$ cat config.mk
export PLATFORM = sky130hd
export DESIGN_NAME = pgm_replay_ctrl
export DESIGN_NICKNAME = d
export VERILOG_FILES = /design/src/rtl/pgm_pkg.sv /design/src/rtl/pgm_gap_timer.sv /design/src/rtl/pgm_replay_ctrl.sv
export SDC_FILE = /design/constraint.sdc
export NUM_CORES = 1
export LEC_CHECK = 0
export BUFFER_PORTS_ARGS = -buffer_cell sky130_fd_sc_hd__buf_4
export CAP_MARGIN = 40
export CORE_AREA = 2 2 149 151
export CTS_BUF_LIST = sky130_fd_sc_hd__clkbuf_8
export CTS_CLUSTER_SIZE = 14
export DETAILED_ROUTE_END_ITERATION = 12
export DIE_AREA = 0 0 151 153
export PLACE_DENSITY = 0.84
export SLEW_MARGIN = 20
export SYNTH_ARGS = -nofsm -noshare
export SYNTH_HDL_FRONTEND = slang
export SYNTH_SLANG_ARGS = --single-unit
export TNS_END_PERCENT = 5
$ cat constraint.sdc
create_clock -name clk -period 9.6 [get_ports clk]
set_clock_uncertainty 0.15 [all_clocks]
set_input_delay 0.96 -clock clk [delete_from_list [all_inputs] [get_ports clk]]
set_output_delay 0.96 -clock clk [all_outputs]
set_load 0.1 [all_outputs]
$ cat src/rtl/pgm_pkg.sv
// Shared types and defaults for the PGM packet-RAM replay sequencer.
package pgm_pkg;

    localparam int PGM_ADDR_W = 7;
    localparam int PGM_DATA_W = 134;
    localparam int PGM_RAM_W  = 144;
    localparam int PGM_GAP_W  = 16;
    localparam int PGM_CNT_W  = 32;

    // Word tag carried in data bits [133:132]
    localparam logic [1:0] TAG_HDR  = 2'b01;
    localparam logic [1:0] TAG_BODY = 2'b11;
    localparam logic [1:0] TAG_TAIL = 2'b10;

    typedef enum logic [2:0] {
        ST_IDLE,
        ST_ARB,
        ST_SEND,
        ST_DRAIN,
        ST_GAP
    } pgm_state_e;

endpackage

$ cat src/rtl/pgm_gap_timer.sv
// Loadable down-counter timing the idle gap between replayed copies.
module pgm_gap_timer #(
    parameter int GAP_W = 16
) (
    input  logic             clk,
    input  logic             rst,
    input  logic             load,
    input  logic [GAP_W-1:0] load_val,
    input  logic             en,
    output logic             expired
);

    logic [GAP_W-1:0] cnt_q, cnt_d;

    always_comb begin
        cnt_d = cnt_q;
        if (load) begin
            cnt_d = load_val;
        end else if (en && (cnt_q != '0)) begin
            cnt_d = cnt_q - 1'b1;
        end
    end

    always_ff @(posedge clk) begin
        if (rst) begin
            cnt_q <= '0;
        end else begin
            cnt_q <= cnt_d;
        end
    end

    // Expires on the last gap cycle so the next read lands right after it
    assign expired = (cnt_q <= GAP_W'(1));

endmodule

$ cat src/rtl/pgm_replay_ctrl.sv
// Replays the PGM packet RAM N times with an idle gap, arbitrating against bypass.
// Optional macro PGM_SEQ_INSERT_EN stamps sent_pkt_cnt into word 1 bits [31:0].
module pgm_replay_ctrl
    import pgm_pkg::*;
#(
    parameter int ADDR_W = PGM_ADDR_W,
    parameter int DATA_W = PGM_DATA_W,
    parameter int RAM_W  = PGM_RAM_W,
    parameter int GAP_W  = PGM_GAP_W,
    parameter int CNT_W  = PGM_CNT_W
) (
    input  logic              clk,
    input  logic              rst,
    input  logic              start,
    input  logic              stop,
    input  logic [ADDR_W-1:0] cfg_last_addr,
    input  logic [CNT_W-1:0]  cfg_rep_cnt,
    input  logic [GAP_W-1:0]  cfg_gap,
    input  logic              bypass_active,
    input  logic              in_alf,
    output logic              ram_rd_en,
    output logic [ADDR_W-1:0] ram_rd_addr,
    input  logic [RAM_W-1:0]  ram_rd_data,
    output logic [DATA_W-1:0] out_data,
    output logic              out_data_wr,
    output logic              out_valid,
    output logic              out_valid_wr,
    output logic              gen_active,
    output logic              busy,
    output logic              done,
    output logic [CNT_W-1:0]  sent_pkt_cnt
);

    pgm_state_e        state_q, state_d;
    logic [ADDR_W-1:0] last_q, last_d, addr_q, addr_d;
    logic [CNT_W-1:0]  rep_q, rep_d, cnt_q, cnt_d;
    logic [GAP_W-1:0]  gap_q, gap_d;
    logic              stop_seen_q, stop_seen_d, done_q, done_d;
    logic              vld_p1_q, vld_p1_d, last_p1_q, last_p1_d;
    logic              wr_p2_q, wr_p2_d, tail_p2_q, tail_p2_d;
    logic [DATA_W-1:0] data_p2_q, data_p2_d;
    logic              grant, pkt_end, replay_end, gap_load, gap_expired;
    logic              unused_ram_hi;

    function automatic logic [CNT_W-1:0] sat_inc(input logic [CNT_W-1:0] v);
        return (&v) ? v : v + 1'b1;
    endfunction

    assign grant      = !bypass_active && !in_alf;
    assign pkt_end    = (state_q == ST_DRAIN) && tail_p2_q;
    // A stop arriving together with the tail still ends the replay
    assign replay_end = stop_seen_q || stop ||
                        ((rep_q != '0) && (sat_inc(cnt_q) == rep_q));
    assign gap_load   = pkt_end && !replay_end && (gap_q != '0);

    pgm_gap_timer #(.GAP_W(GAP_W)) u_gap_timer (
        .clk      (clk),
        .rst      (rst),
        .load     (gap_load),
        .load_val (gap_q),
        .en       (state_q == ST_GAP),
        .expired  (gap_expired)
    );

    always_ff @(posedge clk) begin
        if (rst) begin
            state_q <= ST_IDLE;
        end else begin
            state_q <= state_d;
        end
    end

    always_comb begin
        state_d = state_q;
        unique case (state_q)
            ST_IDLE:  if (start) state_d = ST_ARB;
            ST_ARB:   if (grant) state_d = (last_q == '0) ? ST_DRAIN : ST_SEND;
            ST_SEND:  if (addr_q == last_q) state_d = ST_DRAIN;
            ST_DRAIN: if (pkt_end) begin
                if (replay_end)       state_d = ST_IDLE;
                else if (gap_q == '0) state_d = ST_ARB;
                else                  state_d = ST_GAP;
            end
            ST_GAP:   if (gap_expired) state_d = ST_ARB;
            default:  state_d = ST_IDLE;
        endcase
    end

    always_comb begin
        ram_rd_en   = ((state_q == ST_ARB) && grant) || (state_q == ST_SEND);
        ram_rd_addr = (state_q == ST_SEND) ? addr_q : '0;
        gen_active  = ((state_q == ST_ARB) && grant) || (state_q == ST_SEND) ||
                      (state_q == ST_DRAIN);
        busy        = (state_q != ST_IDLE);
    end

    always_comb begin
        last_d      = last_q;
        rep_d       = rep_q;
        gap_d       = gap_q;
        cnt_d       = cnt_q;
        addr_d      = addr_q;
        stop_seen_d = stop_seen_q;
        if ((state_q == ST_IDLE) && start) begin
            last_d      = cfg_last_addr;
            rep_d       = cfg_rep_cnt;
            gap_d       = cfg_gap;
            cnt_d       = '0;
            stop_seen_d = 1'b0;
        end else if ((state_q != ST_IDLE) && stop) begin
            stop_seen_d = 1'b1;
        end
        if ((state_q == ST_ARB) && grant) begin
            addr_d = ADDR_W'(1);
        end else if (state_q == ST_SEND) begin
            addr_d = addr_q + 1'b1;
        end
        if (pkt_end) begin
            cnt_d = sat_inc(cnt_q);
        end
        done_d = pkt_end && replay_end;
    end

    always_ff @(posedge clk) begin
        if (rst) begin
            last_q      <= '0;
            rep_q       <= '0;
            gap_q       <= '0;
            cnt_q       <= '0;
            addr_q      <= '0;
            stop_seen_q <= 1'b0;
            done_q      <= 1'b0;
        end else begin
            last_q      <= last_d;
            rep_q       <= rep_d;
            gap_q       <= gap_d;
            cnt_q       <= cnt_d;
            addr_q      <= addr_d;
            stop_seen_q <= stop_seen_d;
            done_q      <= done_d;
        end
    end

    // p1: read issued, RAM data arrives next cycle; p2: registered output word
`ifdef PGM_SEQ_INSERT_EN
    logic a1_p1_q, a1_p1_d;

    assign a1_p1_d = ram_rd_en && (ram_rd_addr == ADDR_W'(1));

    always_ff @(posedge clk) begin
        if (rst) begin
            a1_p1_q <= 1'b0;
        end else begin
            a1_p1_q <= a1_p1_d;
        end
    end
`endif

    always_comb begin
        vld_p1_d  = ram_rd_en;
        last_p1_d = ram_rd_en && (ram_rd_addr == last_q);
        wr_p2_d   = vld_p1_q;
        tail_p2_d = vld_p1_q && last_p1_q;
        data_p2_d = data_p2_q;
        if (vld_p1_q) begin
            data_p2_d = ram_rd_data[DATA_W-1:0];
`ifdef PGM_SEQ_INSERT_EN
            if (a1_p1_q) begin
                data_p2_d[31:0] = 32'(cnt_q);
            end
`endif
        end
    end

    always_ff @(posedge clk) begin
        if (rst) begin
            vld_p1_q  <= 1'b0;
            last_p1_q <= 1'b0;
            wr_p2_q   <= 1'b0;
            tail_p2_q <= 1'b0;
            data_p2_q <= '0;
        end else begin
            vld_p1_q  <= vld_p1_d;
            last_p1_q <= last_p1_d;
            wr_p2_q   <= wr_p2_d;
            tail_p2_q <= tail_p2_d;
            data_p2_q <= data_p2_d;
        end
    end

    assign unused_ram_hi = ^ram_rd_data[RAM_W-1:DATA_W];

    assign out_data     = data_p2_q;
    assign out_data_wr  = wr_p2_q;
    assign out_valid    = wr_p2_q;
    assign out_valid_wr = tail_p2_q;
    assign done         = done_q;
    assign sent_pkt_cnt = cnt_q;

endmodule
# Yosys cells after proc, flatten, opt, wreduce, memory -nomap -nowiden
# Cells that the tools add are included.
dict set report word_totals {
  elab_cells 81
  output_inout_bits 180
  register_bits 253
}
dict set report op_classes {
  n_reduce_logical 33
  n_mux 17
  n_eq_ne 12
  magnitude_cmp 1
  add_sub_neg 3
}
# operator count
set op_table {}
lappend op_table {{2-to-1 mux 32 bit} 3}
lappend op_table {{adder 32 x 1 -> 32 bit, second input constant} 1}
lappend op_table {{== test 32 bit} 1}
lappend op_table {{2-to-1 mux 16 bit} 2}
lappend op_table {{AND reduction 32 bit} 1}
lappend op_table {{nonzero test 16 bit} 2}
lappend op_table {{nonzero test 32 bit} 1}
lappend op_table {{2-to-1 mux 3 bit} 7}
lappend op_table {{<= comparator 16 x 1 -> 1 bit, second input constant} 1}
lappend op_table {{zero test 16 bit} 1}
lappend op_table {{subtractor 16 x 1 -> 16 bit, second input constant} 1}
lappend op_table {{one-hot mux 3 bit (5 select lines)} 1}
lappend op_table {{== test 7 bit} 2}
lappend op_table {{logical AND 1 bit} 12}
lappend op_table {{!= test 2 bit, second input constant} 5}
lappend op_table {{adder 7 x 1 -> 7 bit, second input constant} 1}
lappend op_table {{zero test 7 bit} 1}
lappend op_table {{2-to-1 mux 7 bit} 1}
lappend op_table {{== test 3 x 2 -> 1 bit, second input constant} 2}
lappend op_table {{nonzero test 2 bit} 3}
lappend op_table {{AND reduction 5 bit} 1}
lappend op_table {{logical OR 1 bit} 4}
lappend op_table {{OR reduction 2 bit} 2}
lappend op_table {{== test 3 x 1 -> 1 bit, second input constant} 1}
lappend op_table {{5 further kinds} 9}

# Depth between registers and ports, before layout
dict set report depth {
  depth_word 9
  mapped_depth 14
  depth_no_buf 10
}

# Modules after synthesis
# A second synthesis with hierarchy kept.
dict set report hier_totals {
  hier_cells 1399
  hier_area_um2 11845.1
}
# module area_per_inst_um2 seq_area_each_um2 n_inst cells_per_inst
set modules_own_cells {}
lappend modules_own_cells {pgm_replay_ctrl 10887.9 4744.6 1 1283}
lappend modules_own_cells {pgm_gap_timer 957.2 320.3 1 116}

# Worst setup path after synthesis
# OpenSTA, ideal clock, no wires.
dict set report synth_timing {
  path_kind {register -> register}
  from {register cnt_q[0] (netlist: sent_pkt_cnt[0])}
  to {register u_gap_timer.cnt_q[1]}
  setup_slack_ns 5.215
  t_arrival_ns 4.101
  n_path_buf 3
  period_less_slack_ns 4.385
  path_stages_with_launch 14
  setup_time_ns 0.134
  required_time_ns 9.316
  path_cell_list {dfxtp_1 > ha_1 > buf_2 > nand4_1 > nor4_4 > clkbuf_1 > o211ai_1 > xnor2_1 > nor4_1 > nand4_1 > or4_1 > buf_2 > a221oi_2 > a211oi_1}
}
dict set report synth_via {
  elab_chain_cells 9
  word_cells_on_any_way 11
  classes_between {add/sub (1); eq/ne (1); mux (2); reduce/logical (7)}
}
# element line_no
set synth_lines {}
lappend synth_lines {{from (decl)} pgm_replay_ctrl.sv:36} ;# logic [CNT_W-1:0] rep_q, rep_d, cnt_q, cnt_d;
lappend synth_lines {{from (signal assigned)} pgm_replay_ctrl.sv:137} ;# cnt_q <= cnt_d;
lappend synth_lines {{adder 32 x 1 -> 32 bit or AND reduction 32 bit (tied branches)} pgm_replay_ctrl.sv:46} ;# return (&v) ? v : v + 1'b1;
lappend synth_lines {{2-to-1 mux 32 bit *} n/a}
lappend synth_lines {{== test 32 bit *} pgm_replay_ctrl.sv:53} ;# ((rep_q != '0) && (sat_inc(cnt_q) == rep_q));
lappend synth_lines {{logical AND 1 bit *} pgm_replay_ctrl.sv:53}
lappend synth_lines {{logical OR 1 bit *} pgm_replay_ctrl.sv:52} ;# assign replay_end = stop_seen_q || stop ||
lappend synth_lines {{zero test 1 bit *} pgm_replay_ctrl.sv:54} ;# assign gap_load = pkt_end && !replay_end && (gap_q != '0);
lappend synth_lines {{logical AND 1 bit * (2 in series)} pgm_replay_ctrl.sv:54}
lappend synth_lines {{2-to-1 mux 16 bit or nonzero test 2 bit (tied branches)} n/a}
lappend synth_lines {{to (signal assigned)} pgm_gap_timer.sv:28} ;# cnt_q <= cnt_d;
lappend synth_lines {{to (decl)} pgm_gap_timer.sv:13} ;# logic [GAP_W-1:0] cnt_q, cnt_d;
# Mark *: on every way between the ends. The rest lies on a longest branch, timed or not.
# A chain may end at the register's enable or synchronous reset.

# Worst setup path after layout
dict set report layout_timing {
  from {register cnt_q[0] (netlist: sent_pkt_cnt[0])}
  to {register u_gap_timer.cnt_q[7]}
}
# Same word-level chain as after synthesis.

==> impl_results.md <==
- Vias per cell: 5.626
- Register area share after synthesis: 43.75%
- Die X: 151 um
- Gate Count Post-Synth: 1344
- Post-CTS resize count: 0
- Maxcap violations: 0
- DR pass1 iterations: 5
- Worst setup margin: 4854 ps
- Initial cell density of the core: 53.88%
- Routed WL: 38.15 mm
- Fin crit period: 4746 ps
- Overall Power: 0.003064 W
- Most frequent cells in the layout: 382 x buf_4, 252 x dfxtp_1, 197 x nor2_1
- Post-Layout Cell Count: 1989
- CTS Buf Count: 42
- Hold buffers post-CTS: 0
- Number of global-route vias before repair: 10766
- TritonCTS clock tree: built
- Least-Margin Pin Slew: 883.3 ps
- Post-route cell area: 15310 um^2
- Clk sinks: 253
- Height of the die: 153 um
- RSZ-0062 raised after global routing: no
- Crit start category: flop
- Final Cycle Share: 49.44%
- Row cnt: 54
- I/O Buffers: 374
- Setup crit end kind: flop
- Syn Area/Cell: 8.614 um^2
- Final setup viols: 0
- Power per standard cell area: 200.1 nW/um^2
- Slew Limit Fails: 0
- Final Hold Viols: 0
- Required time worst endpoint: 9860 ps
- Clock buffer depth: 3
- Wire per inst: 19.18 um
- Peak supply drop: 0.0001476 V
- Inst Count DP: 1913
- Number of synthesized flops with an enable pin: 0
- Crit Path Class: flop to flop
- GRT Total Usage: 31.61%
- FFs w/ async S/R, synth: 0%
- Antenna cells: 0
- Global route total overflow: 0
- First-pass GRT wire length: 57.75 mm
- Top_reg_cell synth: dfxtp_1
- Initial antenna violation count: 2
- DP Wirelength: 27.92 mm
- Placed instance area: 14500 um^2
- Commonest non-fill, non-tap cell in the layout: buf_4
- Core Footprint: 21490 um^2
- Crit path max fanout: 12
- #FFs+latches synth: 253
- Critical Path AT: 5010 ps
- Postcts setup bufs: 0
- Reg clk slew, reported paths: 60 ps
- Synth unique cells: 64
- Mapped Nets: 1553
- H-Tree Depth: 2
- Remaining DRCs: 0
- Fmax: 210.7 MHz
- Placement Setup Slack: 4900 ps
- Yosys warns: 0
- Setup tns final: 0 ps
- Clk root buf: clkbuf_8
- LEAKAGE: 6.315 nW
- Slew headroom: 40.63%
- Status: finished, final reports clean
- Ports: 385
- 1st-iter DRT viols: 658
- Layout cells sized above 1: 27.68%
- Clock latency on the worst-skew pair: 550 ps
- Antenna viol nets, final: 0
- P&R area growth vs syn: 32.22%
- Mapped Area: 11580 um^2
- Routability cong.: 0.9337
- Die Area: 23100 um^2
- HP Class: flop to flop
- Largest net degree at the start of global routing: 75
- Vias post-DR: 11190
- Final nets: 1887
## worst max-delay path, cell delays in order (launching register included)
cell,delay (ps)
dfxtp_1,460
ha_1,360
nand4_1,340
nor4_4,780
buf_4,280
and2_1,320
o21ai_1,120
a2111oi_2,360
nand4_1,220
or4_1,780
nand2_2,290
a311oi_1,130
## flip-flops by register name (all words and copies together) (netlist names)
signal / flops
rep_q: 32
last_p1_q: 1
addr_q: 7
sent_pkt_cnt: 32
last_q: 7
gap_q: 16
out_valid_wr: 1
out_data_wr: 1
out_data: 134
u_gap_timer.cnt_q: 16
state_q: 3
stop_seen_q: 1
done: 1
vld_p1_q: 1
## path summary, 6_finish.rpt
check	start	to	slack, ps	cells after the start
worst max-delay path	sent_pkt_cnt[0]	u_gap_timer.cnt_q[7]	4850	11
worst min-delay path	last_p1_q	out_valid_wr	300	1
worst max register to register	sent_pkt_cnt[0]	u_gap_timer.cnt_q[7]	4850	11
worst min register to register	last_p1_q	out_valid_wr	300	1
## routing by layer
metal  up-vias  global-route usage, %  wire length (um)
met2       448                  54.33             18520
met1      5271                  37.41             15000
met5         -                      0                26
met4         4                  10.68              1336
li1       5358                      -                 -
met3       109                  9.463              3257
## cell usage after synthesis (11+ instances only)
library cell | instances | share of area [%]
dfxtp_1 | 253 | 44
nor2_1 | 197 | 6.4
nand2_1 | 164 | 5.3
mux2i_1 | 137 | 12
a21oi_1 | 98 | 4.2
clkbuf_1 | 61 | 2.0
xnor2_1 | 45 | 3.4
nor3_1 | 42 | 1.8
nand3_1 | 35 | 1.5
xor2_1 | 30 | 2.3
o21ai_0 | 27 | 1.2
a211oi_1 | 24 | 1.6
buf_2 | 19 | 0.82
nand4_1 | 19 | 1.0
nor4_1 | 18 | 0.97
buf_1 | 14 | 0.45
and2_1 | 13 | 0.70
a311oi_1 | 11 | 0.83
## logic make-up (layout without fill, tap and decap cells)
kind of cell,Yosys count,after routing,share of synthesized area (%)
xor gates and xnor gates,75,75,5.674
buffers and inverters,109,474,3.966
AOI/OAI and AO/OA,207,207,11.33
and+or+nand+nor,557,557,22.81
muxes,139,139,12.04
adders and majority gates,4,4,0.4323
DFF,253,253,43.75
## power by group
part | leakage, nW | switching, W | total, W | internal (W)
logic | 3.79 | 0.000661 | 0.000941 | 0.000280
clock network | 0.474 | 0.000432 | 0.000899 | 0.000467
registers | 2.05 | 0.0000870 | 0.00122 | 0.00114
total | 6.32 | 0.00118 | 0.00306 | 0.00188
## metrics by stage
| stage | hold WS, ps | util (%) |
|---|---|---|
| detailed placement | 294.5 | 67.49 |
| finish | 303.9 | 71.24 |
| global route | 325.1 | 71.24 |
| global placement | 291.2 | 66.93 |
| floorplan | 255.7 | - |
| CTS | 301.9 | 71.19 |
## area by class of cell
cell class,instances,area [um^2]
inverter,9,33.78
timing repair buffer,390,3003
clock buffer,49,674.4
clock inverter,26,120.1
tap,280,350.3
fill,1670,6178
multi-input combinational,982,6057
sequential,253,5069
No activity file was read; power rests on OpenSTA's default activity.
